## config.mk

```make
export PLATFORM = sky130hd
export DESIGN_NAME = calc_sequencer
export DESIGN_NICKNAME = d
export VERILOG_FILES = /design/src/rtl/calc_pkg.sv /design/src/rtl/calc_cmd_fifo.sv /design/src/rtl/calc_sequencer.sv
export SDC_FILE = /design/constraint.sdc
export NUM_CORES = 1
export LEC_CHECK = 0
export CORE_UTILIZATION = 30
export DETAILED_ROUTE_END_ITERATION = 6
export PLACE_DENSITY = 0.6
export RECOVER_POWER = 25
export SYNTH_ARGS = -nofsm -noshare
export SYNTH_HDL_FRONTEND = slang
export SYNTH_HIERARCHICAL = 1
export SYNTH_SLANG_ARGS = --single-unit
```

## constraint.sdc

```tcl
create_clock -name clk -period 5.55 [get_ports clk]
set_input_delay 1.3875 -clock clk [delete_from_list [all_inputs] [get_ports clk]]
set_output_delay 1.3875 -clock clk [all_outputs]
set_load 0.005 [all_outputs]
```

## src/rtl/calc_pkg.sv

```systemverilog
// calc_pkg: shared definitions for the calculator sequencer.
//   - datapath widths and calculator opcode constants
//   - sequencer FSM state type
//   - packed command record as stored in the command FIFO
//   - is_valid_op(): true for opcodes the calculator implements
package calc_pkg;

   localparam int unsigned DATA_W = 6;
   localparam int unsigned OP_W   = 4;

   localparam logic [OP_W-1:0] OP_ADD  = 4'd0;
   localparam logic [OP_W-1:0] OP_SUB  = 4'd1;
   localparam logic [OP_W-1:0] OP_MUL  = 4'd2;
   localparam logic [OP_W-1:0] OP_DIV  = 4'd3;
   localparam logic [OP_W-1:0] OP_MOD  = 4'd4;
   localparam logic [OP_W-1:0] OP_POW  = 4'd5;
   localparam logic [OP_W-1:0] OP_LOG  = 4'd6;
   localparam logic [OP_W-1:0] OP_FACT = 4'd7;
   localparam logic [OP_W-1:0] OP_EXP  = 4'd8;
   localparam logic [OP_W-1:0] OP_SIN  = 4'd9;
   localparam logic [OP_W-1:0] OP_COS  = 4'd10;
   localparam logic [OP_W-1:0] OP_TAN  = 4'd11;

   typedef enum logic [1:0] {
      ST_IDLE   = 2'd0,
      ST_SETTLE = 2'd1,
      ST_RESP   = 2'd2
   } seq_state_t;

   // FIFO entry: 2*DATA_W + OP_W + 1 bits
   typedef struct packed {
      logic              chain;
      logic [OP_W-1:0]   op;
      logic [DATA_W-1:0] b;
      logic [DATA_W-1:0] a;
   } cmd_t;

   // LOG is reserved but unimplemented; 12..15 are unassigned
   function automatic logic is_valid_op(input logic [OP_W-1:0] op);
      return (op <= OP_TAN) && (op != OP_LOG);
   endfunction

endpackage

```

## src/rtl/calc_cmd_fifo.sv

```systemverilog
// calc_cmd_fifo: circular command FIFO with show-ahead read.
//   clk, rst_n  : clock, asynchronous active-low reset
//   push        : write push_data (ignored when full)
//   push_data   : entry to write
//   pop         : discard head entry (ignored when empty)
//   pop_data    : current head entry
//   full, empty : derived from the registered count
module calc_cmd_fifo #(
   parameter int unsigned DEPTH = 4,
   parameter int unsigned W     = 17
) (
   input  logic         clk,
   input  logic         rst_n,
   input  logic         push,
   input  logic [W-1:0] push_data,
   input  logic         pop,
   output logic [W-1:0] pop_data,
   output logic         full,
   output logic         empty
);

   localparam int unsigned PTR_W = (DEPTH > 1) ? $clog2(DEPTH) : 1;
   localparam int unsigned CNT_W = $clog2(DEPTH) + 1;

   logic [W-1:0]     mem [DEPTH];
   logic [PTR_W-1:0] wr_ptr;
   logic [PTR_W-1:0] rd_ptr;
   logic [CNT_W-1:0] count;
   logic             push_ok;
   logic             pop_ok;

   assign full     = (count == CNT_W'(DEPTH));
   assign empty    = (count == '0);
   assign push_ok  = push && !full;
   assign pop_ok   = pop && !empty;
   assign pop_data = mem[rd_ptr];

   // storage carries no reset; only pointers and count define contents
   always_ff @(posedge clk) begin
      if (push_ok) begin
         mem[wr_ptr] <= push_data;
      end
   end

   // DEPTH is a power of two, so pointers wrap by natural overflow
   always_ff @(posedge clk or negedge rst_n) begin
      if (!rst_n) begin
         wr_ptr <= '0;
         rd_ptr <= '0;
         count  <= '0;
      end else begin
         if (push_ok) begin
            wr_ptr <= wr_ptr + PTR_W'(1);
         end
         if (pop_ok) begin
            rd_ptr <= rd_ptr + PTR_W'(1);
         end
         case ({push_ok, pop_ok})
            2'b10:   count <= count + CNT_W'(1);
            2'b01:   count <= count - CNT_W'(1);
            default: count <= count;
         endcase
      end
   end

endmodule

```

## src/rtl/calc_sequencer.sv

```systemverilog
// calc_sequencer: sequential front end for the combinational calculator.
//   clk, rst_n           : clock, asynchronous active-low reset
//   cmd_valid/cmd_ready  : command handshake into the FIFO
//   cmd_a, cmd_b, cmd_op : operands and operator code
//   cmd_chain            : take operand A from acc instead of cmd_a
//   rsp_valid/rsp_ready  : response handshake
//   rsp_data, rsp_error  : captured result and error
//   calc_a/b/op          : drive the calculator inputs
//   calc_out, calc_err   : calculator outputs
//   acc                  : last error-free result
//   busy                 : FSM active or FIFO non-empty
module calc_sequencer
   import calc_pkg::*;
#(
   parameter int unsigned DEPTH  = 4,
   parameter int unsigned SETTLE = 2
) (
   input  logic              clk,
   input  logic              rst_n,
   input  logic              cmd_valid,
   output logic              cmd_ready,
   input  logic [DATA_W-1:0] cmd_a,
   input  logic [DATA_W-1:0] cmd_b,
   input  logic [OP_W-1:0]   cmd_op,
   input  logic              cmd_chain,
   output logic              rsp_valid,
   input  logic              rsp_ready,
   output logic [DATA_W-1:0] rsp_data,
   output logic              rsp_error,
   output logic [DATA_W-1:0] calc_a,
   output logic [DATA_W-1:0] calc_b,
   output logic [OP_W-1:0]   calc_op,
   input  logic [DATA_W-1:0] calc_out,
   input  logic              calc_err,
   output logic [DATA_W-1:0] acc,
   output logic              busy
);

   localparam int unsigned SCNT_W = (SETTLE > 1) ? $clog2(SETTLE) : 1;

   seq_state_t        state_q;
   seq_state_t        state_d;
   logic [SCNT_W-1:0] settle_cnt;

   cmd_t              new_cmd;
   cmd_t              head_cmd;
   logic              fifo_full;
   logic              fifo_empty;
   logic              push;
   logic              pop;
   logic              capture;
   logic              rsp_take;
   logic              op_ok;
   logic [DATA_W-1:0] cap_data;
   logic              cap_err;

   always_comb begin
      new_cmd       = '0;
      new_cmd.chain = cmd_chain;
      new_cmd.op    = cmd_op;
      new_cmd.b     = cmd_b;
      new_cmd.a     = cmd_a;
   end

   assign cmd_ready = !fifo_full;
   assign push      = cmd_valid && !fifo_full;

   calc_cmd_fifo #(
      .DEPTH (DEPTH),
      .W     ($bits(cmd_t))
   ) u_fifo (
      .clk       (clk),
      .rst_n     (rst_n),
      .push      (push),
      .push_data (new_cmd),
      .pop       (pop),
      .pop_data  (head_cmd),
      .full      (fifo_full),
      .empty     (fifo_empty)
   );

   // state register
   always_ff @(posedge clk or negedge rst_n) begin
      if (!rst_n) begin
         state_q <= ST_IDLE;
      end else begin
         state_q <= state_d;
      end
   end

   // next-state logic
   always_comb begin
      state_d = state_q;
      case (state_q)
         ST_IDLE: begin
            if (!fifo_empty) begin
               state_d = ST_SETTLE;
            end
         end
         ST_SETTLE: begin
            if (settle_cnt == '0) begin
               state_d = ST_RESP;
            end
         end
         ST_RESP: begin
            if (rsp_ready) begin
               state_d = fifo_empty ? ST_IDLE : ST_SETTLE;
            end
         end
         default: state_d = ST_IDLE;
      endcase
   end

   // control outputs
   always_comb begin
      pop      = 1'b0;
      capture  = 1'b0;
      rsp_take = 1'b0;
      case (state_q)
         ST_IDLE: begin
            pop = !fifo_empty;
         end
         ST_SETTLE: begin
            capture = (settle_cnt == '0);
         end
         ST_RESP: begin
            rsp_take = rsp_ready;
            pop      = rsp_ready && !fifo_empty;
         end
         default: ;
      endcase
   end

   // unimplemented opcodes force a zero result with error, ignoring the calculator
   always_comb begin
      op_ok    = is_valid_op(calc_op);
      cap_data = op_ok ? calc_out : '0;
      cap_err  = op_ok ? calc_err : 1'b1;
   end

   // operand registers, settle counter, response and accumulator
   always_ff @(posedge clk or negedge rst_n) begin
      if (!rst_n) begin
         calc_a     <= '0;
         calc_b     <= '0;
         calc_op    <= '0;
         settle_cnt <= '0;
         rsp_valid  <= 1'b0;
         rsp_data   <= '0;
         rsp_error  <= 1'b0;
         acc        <= '0;
      end else begin
         if (pop) begin
            // acc already holds the predecessor's result: capture precedes any pop
            calc_a     <= head_cmd.chain ? acc : head_cmd.a;
            calc_b     <= head_cmd.b;
            calc_op    <= head_cmd.op;
            settle_cnt <= SCNT_W'(SETTLE - 1);
         end else if ((state_q == ST_SETTLE) && (settle_cnt != '0)) begin
            settle_cnt <= settle_cnt - SCNT_W'(1);
         end

         if (capture) begin
            rsp_valid <= 1'b1;
            rsp_data  <= cap_data;
            rsp_error <= cap_err;
            if (!cap_err) begin
               acc <= cap_data;
            end
         end else if (rsp_take) begin
            rsp_valid <= 1'b0;
         end
      end
   end

   assign busy = (state_q != ST_IDLE) || !fifo_empty;

endmodule
```

== Yosys cells after proc, flatten, opt, wreduce, memory -nomap -nowiden ==
Memories as Yosys holds them, arrays and structs flattened.
Index checks and enable logic that the tools add are counted.

* Register bits: 40
* Memories kept: 1
* Word-level logic and storage cells: 65
* Bits in writable memories: 68
* Output and inout port bits: 32
* Input port bits: 28

{| class="wikitable"
|+ Memory list
! memory !! words !! width !! read ports !! clocked after Yosys merged registers in !! write ports !! line !! text
|-
| u_fifo.mem || 4 || 17 || 1 || 0 || 1 || calc_cmd_fifo.sv:25 || <nowiki>logic [W-1:0] mem [DEPTH];</nowiki>
|}

* Bitwise gates (word level): 2
* Equal/unequal tests: 9
* Magnitude comparators: 1
* Mux-type cells: 18
* Reductions and logical operators: 17
* $add $sub $neg: 5

{| class="wikitable"
|+ Operator list
! kind !! count
|-
| $mux 6 || 2
|-
| $mux 1 || 10
|-
| $reduce_bool 2->1 || 4
|-
| $logic_and 1x1->1 || 6
|-
| $mux 2 || 3
|-
| $ne 2x2->1 const B || 3
|-
| $pmux 2 s3 || 1
|-
| $pmux 3 s2 || 1
|-
| $add 2x1->2 const B || 2
|-
| $eq 2x1->1 const B || 2
|-
| $eq 2x2->1 const B || 2
|-
| $le 4x4->1 const B || 1
|-
| $ne 4x3->1 const B || 1
|-
| $add 3x1->3 const B || 1
|-
| $eq 3x3->1 const B || 1
|-
| $logic_not 3->1 || 1
|-
| $reduce_and 3->1 || 1
|-
| $sub 3x1->3 const B || 1
|-
| $logic_not 1->1 || 2
|-
| $logic_not 2->1 || 1
|-
| $not 1->1 || 2
|-
| $pmux 1 s2 || 1
|-
| $reduce_and 2->1 || 1
|-
| $logic_or 1x1->1 || 1
|-
| $sub 1x1->1 const B || 1
|}

== Logic depth before layout (Yosys ltp) ==
Gate-level depths: netlist (run 1).

* Depth in word-level cells: 7
* Gate-level depth with buffers: 12
* Gate-level depth less buffers: 10

== Cells and area by module ==
Netlist (run 1), hierarchy kept.

{| class="wikitable"
|+ Modules (own cells, without submodules)
! module !! cells an instance !! instances !! area an instance (sq um)
|-
| calc_cmd_fifo || 126 || 1 || 2,921.6
|-
| calc_sequencer || 115 || 1 || 1,420.1
|}

== Worst setup path after synthesis (run 1) ==
No wires, ideal clock.

* Path kind: in2reg
* From: in rsp_ready
* To: reg u_fifo.count[2]
* Data arrival time: 3.267 ns
* Setup slack: 2.204 ns
* Cell stages on the path: 12
* Setup time: 0.079 ns
* Cells stage by stage: nor2b_1 -> or3_1 -> buf_2 -> clkbuf_1 -> inv_1 -> o31a_1 -> ha_1 -> inv_1 -> fa_1 -> xor2_1 -> nor2_1 -> xor2_1

* Word-level cells in the longest chain between the ends: 5
* Elaborated cells between the ends (all ways): 7

{| class="wikitable"
|+ Ends and longest elaborated chain
! element !! line !! text
|-
| from (decl) || calc_sequencer.sv:27 || <nowiki>input logic rsp_ready,</nowiki>
|-
| $logic_and 1x1->1 (*) || calc_sequencer.sv:128 || <nowiki>pop = rsp_ready && !fifo_empty;</nowiki>
|-
| $pmux 1 s2 (*) || calc_sequencer.sv:119 || <nowiki>case (state_q)</nowiki>
|-
| via pop || calc_sequencer.sv:50 || <nowiki>logic pop;</nowiki>
|-
| $logic_and 1x1->1 (*) || calc_cmd_fifo.sv:35 || <nowiki>assign pop_ok = pop && !empty;</nowiki>
|-
| via u_fifo.pop_ok || calc_cmd_fifo.sv:30 || <nowiki>logic pop_ok;</nowiki>
|-
| $eq 2x1->1 / $eq 2x2->1 (equally long branches) || calc_cmd_fifo.sv:58 || <nowiki>case ({push_ok, pop_ok})</nowiki>
|-
| $pmux 3 s2 / $reduce_bool 2->1 (equally long branches) || n/a ||
|-
| to (signal assigned) || calc_cmd_fifo.sv:59 || <nowiki>2'b10: count <= count + CNT_W'(1);</nowiki>
|-
| to (signal assigned) || calc_cmd_fifo.sv:60 || <nowiki>2'b01: count <= count - CNT_W'(1);</nowiki>
|-
| to (signal assigned) || calc_cmd_fifo.sv:61 || <nowiki>default: count <= count;</nowiki>
|-
| to (decl) || calc_cmd_fifo.sv:28 || <nowiki>logic [CNT_W-1:0] count;</nowiki>
|}

Mark *: on every way through the listed nets, which the timed path passes. The rest lies on a longest branch.
A chain may end at the register's enable or synchronous reset.

== Final worst setup path (run 1) ==
Ends and elaborated chain as after synthesis.

==> out/qor.yml, run 1 <==
critical_path:
  reg2reg_slack_ns: 2.71
  cp-start-kind: "input port"
  critical_path_class: "in2reg"
  cp-end-kind: "flip-flop"
  worstPathRequired_ns: 5.82
  critical_path.startpoint: "rsp_ready"
  regToRegStartpoint: "u_fifo/count[0]"
  crit_fanout: 25
  worstPathArrival_ns: 4.09
die:
  initial_core_util_pct: 31.04
  placementRows: 43
  num_io_pins: 60
  dieArea_mm2: 0.01496
  core_area_mm2: 0.01399
  die_x_um: 122.3
  fp.dieH_um: 122.3
sta:
  final-hold-violation-count: 0
  worst_clock_skew_ns: 0.006281
  timing.final.crit_share_pct: 68.89
  slew-limit-headroom_pct: 30.34
  slew_violations: 0
  rsz0062_at_grt: "no"
  tns_ns: 0
  fmax_ghz: 0.2615
  worst_slack_ns: 1.727
  period_needed_ns: 3.824
  finalSetupViolations: 0
  worst_pin_slew_ns: 1.045
finish:
  final_cells: 487
  antenna_cells: 0
  mostFrequentLayoutCells: "68 x edfxtp_1, 41 x clkdlybuf4s50_1, 40 x dfrtp_1, 23 x nand2_1, 17 x dlygate4sd3_1"
  drive_above_1_share_pct: 14.98
  layout.nets: 336
  final_common_cell: "edfxtp_1"
  syn_to_final_growth_pct: 22.88
route:
  avgRoutedWirePerCell_um: 15.93
  antenna_left: 0
  dr.pass1.iters: 4
  drcViolationCount: 0
  vias: 2132
  dr.first_iter.drc_count: 92
  via_per_inst: 4.378
  drt_wl_total_um: 7760
flow_run:
  drv_cap: 0
clocking:
  cts_resized: 0
  cts-htree-levels: 3
  ctsHoldBuffers: 0
  cts_tree: "built"
  post_cts_buffers: 0
  clock_latency_ns: 0.34
  cts_buffer_depth: 2
  numCtsBuffers: 9
  clockRootBuffer: "clkbuf_16"
  clkSlewWorstSetupHoldPaths_ns: 0.07
  clkSinkCount: 108
hold_path:
  min-delay-start: "rsp_data[1]"
  min_path_type: "reg2reg"
logic_synthesis:
  synthFlopType: "edfxtp_1"
  synthArstFlopShare_pct: 37.04
  synth-edff-count: 68
  syn_area_mm2: 0.004342
  synth_nets: 275
  synthCells: 241
  synth.distinct_cells: 35
  synth_seq_cells: 108
  yosysWarnings: 6
  synth_seq_area_share_pct: 70.09
  avgSynthCellArea_um2: 18.02
placement:
  dp_hpwl_um: 5066
  place_congestion: 0.7262
  place_ws_ns: 1.351
  dp.cells: 471
  io_buffers: 59
grt:
  antenna_found_initial: 0
  grt_usage_pct: 11.71
  grt_max_degree: 41
  grt_pass1_vias: 2318
  grt_pass1_wl_um: 12680
  grt_overflow: 0
pwr:
  power_density_mw_per_mm2: 538.2
  vdd_drop_max_mv: 0.1780
  p_leak_uw: 0.002030
status:
  outcome: "finished, final reports clean"
[worst max-delay path, stage by stage]
cell,delay [ns]
clkdlybuf4s50_1,0.49
nor2b_1,0.06
or3_1,0.74
inv_1,0.16
o31a_1,0.22
ha_1,0.20
inv_1,0.06
fa_1,0.37
xor2_1,0.15
nor2_1,0.11
xor2_1,0.15
[path summary, 6_finish.rpt]
check,end,cells past startpoint
min in group asynchronous,rsp_data[5],1
worst min-delay path,rsp_data[1],2
max in group asynchronous,calc_b[0],1
worst max register to register,u_fifo/count[2],10
worst min register to register,rsp_data[1],2
worst max-delay path,u_fifo/count[2],11
[final cells by class]
class / instances / area, µm²
Fill cell: 1326 / 8653
Sequential cell: 108 / 3043
Multi-Input combinational cell: 113 / 1181
Timing Repair Buffer: 60 / 593.1
Clock buffer: 13 / 240.2
Tap cell: 180 / 225.2
Inverter: 10 / 37.54
Clock inverter: 3 / 15.01
[Yosys cell counts (2+ instances only)]
cell | number | share of area [%]
edfxtp_1 | 68 | 47
dfrtp_1 | 40 | 23
nand2_1 | 23 | 2.0
o21ai_0 | 13 | 1.5
mux2_4 | 11 | 3.8
inv_1 | 10 | 0.86
mux4_1 | 9 | 5.4
mux4_2 | 8 | 4.1
mux2_2 | 7 | 1.8
mux2i_1 | 7 | 1.6
ha_1 | 5 | 1.4
and2_1 | 4 | 0.58
nor2_1 | 4 | 0.35
buf_2 | 3 | 0.35
buf_6 | 3 | 0.78
xnor2_1 | 3 | 0.61
xor2_1 | 3 | 0.61
clkbuf_1 | 2 | 0.17
nor2b_1 | 2 | 0.29
[logic make-up after synthesis]
group                    share of synthesized area (%)
multiplexers                                     16.83
AND/OR/NAND/NOR                                  4.899
AO/OA/AOI/OAI                                    2.363
flip-flops                                       70.09
adder cells (fa/ha/maj)                          1.902
XOR/XNOR                                         1.211
buffers and inverters                            2.709
[metrics by stage]
| stage | utilization (%) | hold WS [ns] | instance area (µm²) | power, µW |
|---|---|---|---|---|
| CTS | 38.14 | 0.4849 | 5335 | 2924 |
| finish | 38.14 | 0.4779 | 5335 | 2871 |
| floorplan | - | 0.4733 | 4342 | 1956 |
| detailed placement | 36.31 | 0.4699 | 5080 | 2354 |
| global route | 38.14 | 0.5318 | 5335 | 3075 |
| global placement | 36.31 | 0.4617 | 5080 | 2325 |
[where the power goes]
group | switching, µW | internal [µW]
combinational | 422 | 593
sequential | 171 | 1120
clock | 259 | 303
total | 851 | 2020
[flip-flops by register name, summed over array words and instances (netlist names), 2 cells and up]
signal and cells:
state_q 2, calc_a 6, u_fifo/wr_ptr 2, u_fifo/count 3, calc_op 4, calc_b 6, u_fifo/mem 68, rsp_data 6
acc 6, u_fifo/rd_ptr 2
[per-layer routing]
metal	wire, µm	GRT usage (%)	up-vias
li1	-	-	1013
met1	3535	14.63	1053
met2	3793	19.24	57
met3	300	2.928	9
met4	130	5.030	0
met5	0	0	-
(Power assumes the default switching activity.)
==> run 2: changes to the inputs <==
--- a/config.mk
+++ b/config.mk
@@ -7,7 +7,7 @@
 export LEC_CHECK = 0
 export CORE_UTILIZATION = 30
 export DETAILED_ROUTE_END_ITERATION = 6
-export PLACE_DENSITY = 0.6
+export PLACE_DENSITY = 0.62
 export RECOVER_POWER = 25
 export SYNTH_ARGS = -nofsm -noshare
 export SYNTH_HDL_FRONTEND = slang
==> constraint.sdc (replaced) <==
create_clock -name clk -period 3.47 [get_ports clk]
set_input_delay 0.8675 -clock clk [delete_from_list [all_inputs] [get_ports clk]]
set_output_delay 0.8675 -clock clk [all_outputs]
set_load 0.005 [all_outputs]
==> out/qor.yml, run 2 (same netlist as run 1, synthesis figures left out) <==
clocking:
  cts_resized: 0
  cts-htree-levels: 3
  clock_latency_ns: 0.35
  cts_tree: "built"
  ctsHoldBuffers: 0
  clockRootBuffer: "clkbuf_16"
  clkSlewWorstSetupHoldPaths_ns: 0.07
  post_cts_buffers: 0
  clkSinkCount: 108
  cts_buffer_depth: 2
  numCtsBuffers: 9
placement:
  dp_hpwl_um: 5210
  place_congestion: 0.7094
  dp.cells: 477
  dpl_cell_area_mm2: 0.005125
  io_buffers: 59
sta:
  tns_ns: 0
  fmax_ghz: 0.3588
  timing.final.crit_share_pct: 80.31
  final-hold-violation-count: 0
  rsz0062_at_grt: "no"
  worst_pin_slew_ns: 0.9619
  slew-limit-headroom_pct: 35.88
  slew_violations: 0
  finalSetupViolations: 0
  worst_clock_skew_ns: 0.01043
  period_needed_ns: 2.787
critical_path:
  cp-end-kind: "flip-flop"
  crit_end: "u_fifo/count[2]"
  critical_path_class: "in2reg"
  reg2reg_slack_ns: 1.15
  critical_path.startpoint: "rsp_ready"
  crit_fanout: 3
  regToRegStartpoint: "u_fifo/count[0]"
  r2r_end: "u_fifo/count[2]"
  cp-start-kind: "input port"
  worstPathArrival_ns: 3.05
  ff2ff_path_depth: 10
  worstPathRequired_ns: 3.74
grt:
  grt_usage_pct: 11.70
  grt_max_degree: 41
  grt_overflow: 0
  grt_pass1_vias: 2380
  antenna_found_initial: 1
  grt_pass1_wl_um: 12750
flow_run:
  drv_cap: 0
route:
  antenna_left: 0
  highest_layer: "met5"
  avgRoutedWirePerCell_um: 16.09
  dr.pass1.iters: 4
  wl_met1_um: 3488
  drcViolationCount: 0
  dr_wl_met3_um: 434
  wl_met2_um: 3900
  via_per_inst: 4.477
  vias: 2207
  drt_wl_total_um: 7930
  dr.first_iter.drc_count: 96
finish:
  drive_above_1_share_pct: 17.89
  regMostFlops: "u_fifo/mem"
  antenna_cells: 0
  final_common_cell: "edfxtp_1"
  final_cells: 493
  stdcell_area_mm2: 0.005428
  largest_reg_flops: 68
  syn_to_final_growth_pct: 25.01
  mostFrequentLayoutCells: "68 x edfxtp_1, 42 x clkdlybuf4s50_1, 40 x dfrtp_1, 23 x nand2_1, 16 x dlygate4sd3_1"
  layout.nets: 342
pwr:
  vdd_drop_max_mv: 0.3052
  power_density_mw_per_mm2: 873.0
  power_uw: 4738
  p_leak_uw: 0.002082
die:
  initial_core_util_pct: 31.04
  fp.dieH_um: 122.3
  placementRows: 43
  die_x_um: 122.3
  num_io_pins: 60
  dieArea_mm2: 0.01496
  core_area_mm2: 0.01399
hold_path:
  min_path_type: "reg2reg"
status:
  outcome: "finished, final reports clean"
## run 2: cell count changes in the layout (fill, tap and decap cells not counted), sizes merged
cell	change
dlygate4sd3	-1
clkinv	+1
inv	+3
buf	+6
clkdlybuf4s50	+1
clkbuf	-4
## run 2: how the worst min path moves through the flow
stage	from	end	cells past startpoint
finish	rsp_data[5]	rsp_data[5]	2
global route	rsp_data[4]	rsp_data[4]	2
CTS	rsp_data[5]	rsp_data[5]	2
detailed placement	rsp_data[5]	rsp_data[5]	2
global placement	rsp_data[2]	rsp_data[2]	2
floorplan	calc_a[0]	calc_a[0]	2
## run 2: layout make-up
class,count,area (µm²)
Clock buffer,9,225.2
Tap cell,180,225.2
Fill cell,1328,8561
Multi-Input combinational cell,113,1181
Timing Repair Buffer,66,638.1
Inverter,10,37.54
Clock inverter,7,77.57
Sequential cell,108,3043
## run 2: power by group
part / internal [µW] / switching [µW] / leakage [µW]
logic: 976 / 697 / 0.000831
clock network: 512 / 488 / 0.000149
registers: 1790 / 274 / 0.00110
## run 2: routing by layer
layer,global-route usage [%],vias to the layer above
li1,-,1030
met1,14.33,1114
met2,19.59,52
met3,3.346,9
met4,4.268,2
met5,0,-
## run 2: metrics by stage
step           hold WS (ns)  utilization [%]  worst slack, ns
6_report             0.4824            38.80           0.6833
5_1_grt              0.5160            38.80           0.5459
4_1_cts              0.4872            38.80           0.6933
3_5_place_dp         0.4698            36.64           0.3395
3_3_place_gp         0.4619            36.64           0.4003
2_1_floorplan        0.4733                -           0.6442
## run 2: critical path, stage by stage
cell and delay [ns]:
clkdlybuf4s50_1 0.47, nor2b_1 0.06, or3_1 0.33, inv_1 0.07
o31a_1 0.19, ha_1 0.20, inv_1 0.06, fa_1 0.37
xor2_1 0.15, nor2_1 0.11, xor2_1 0.16
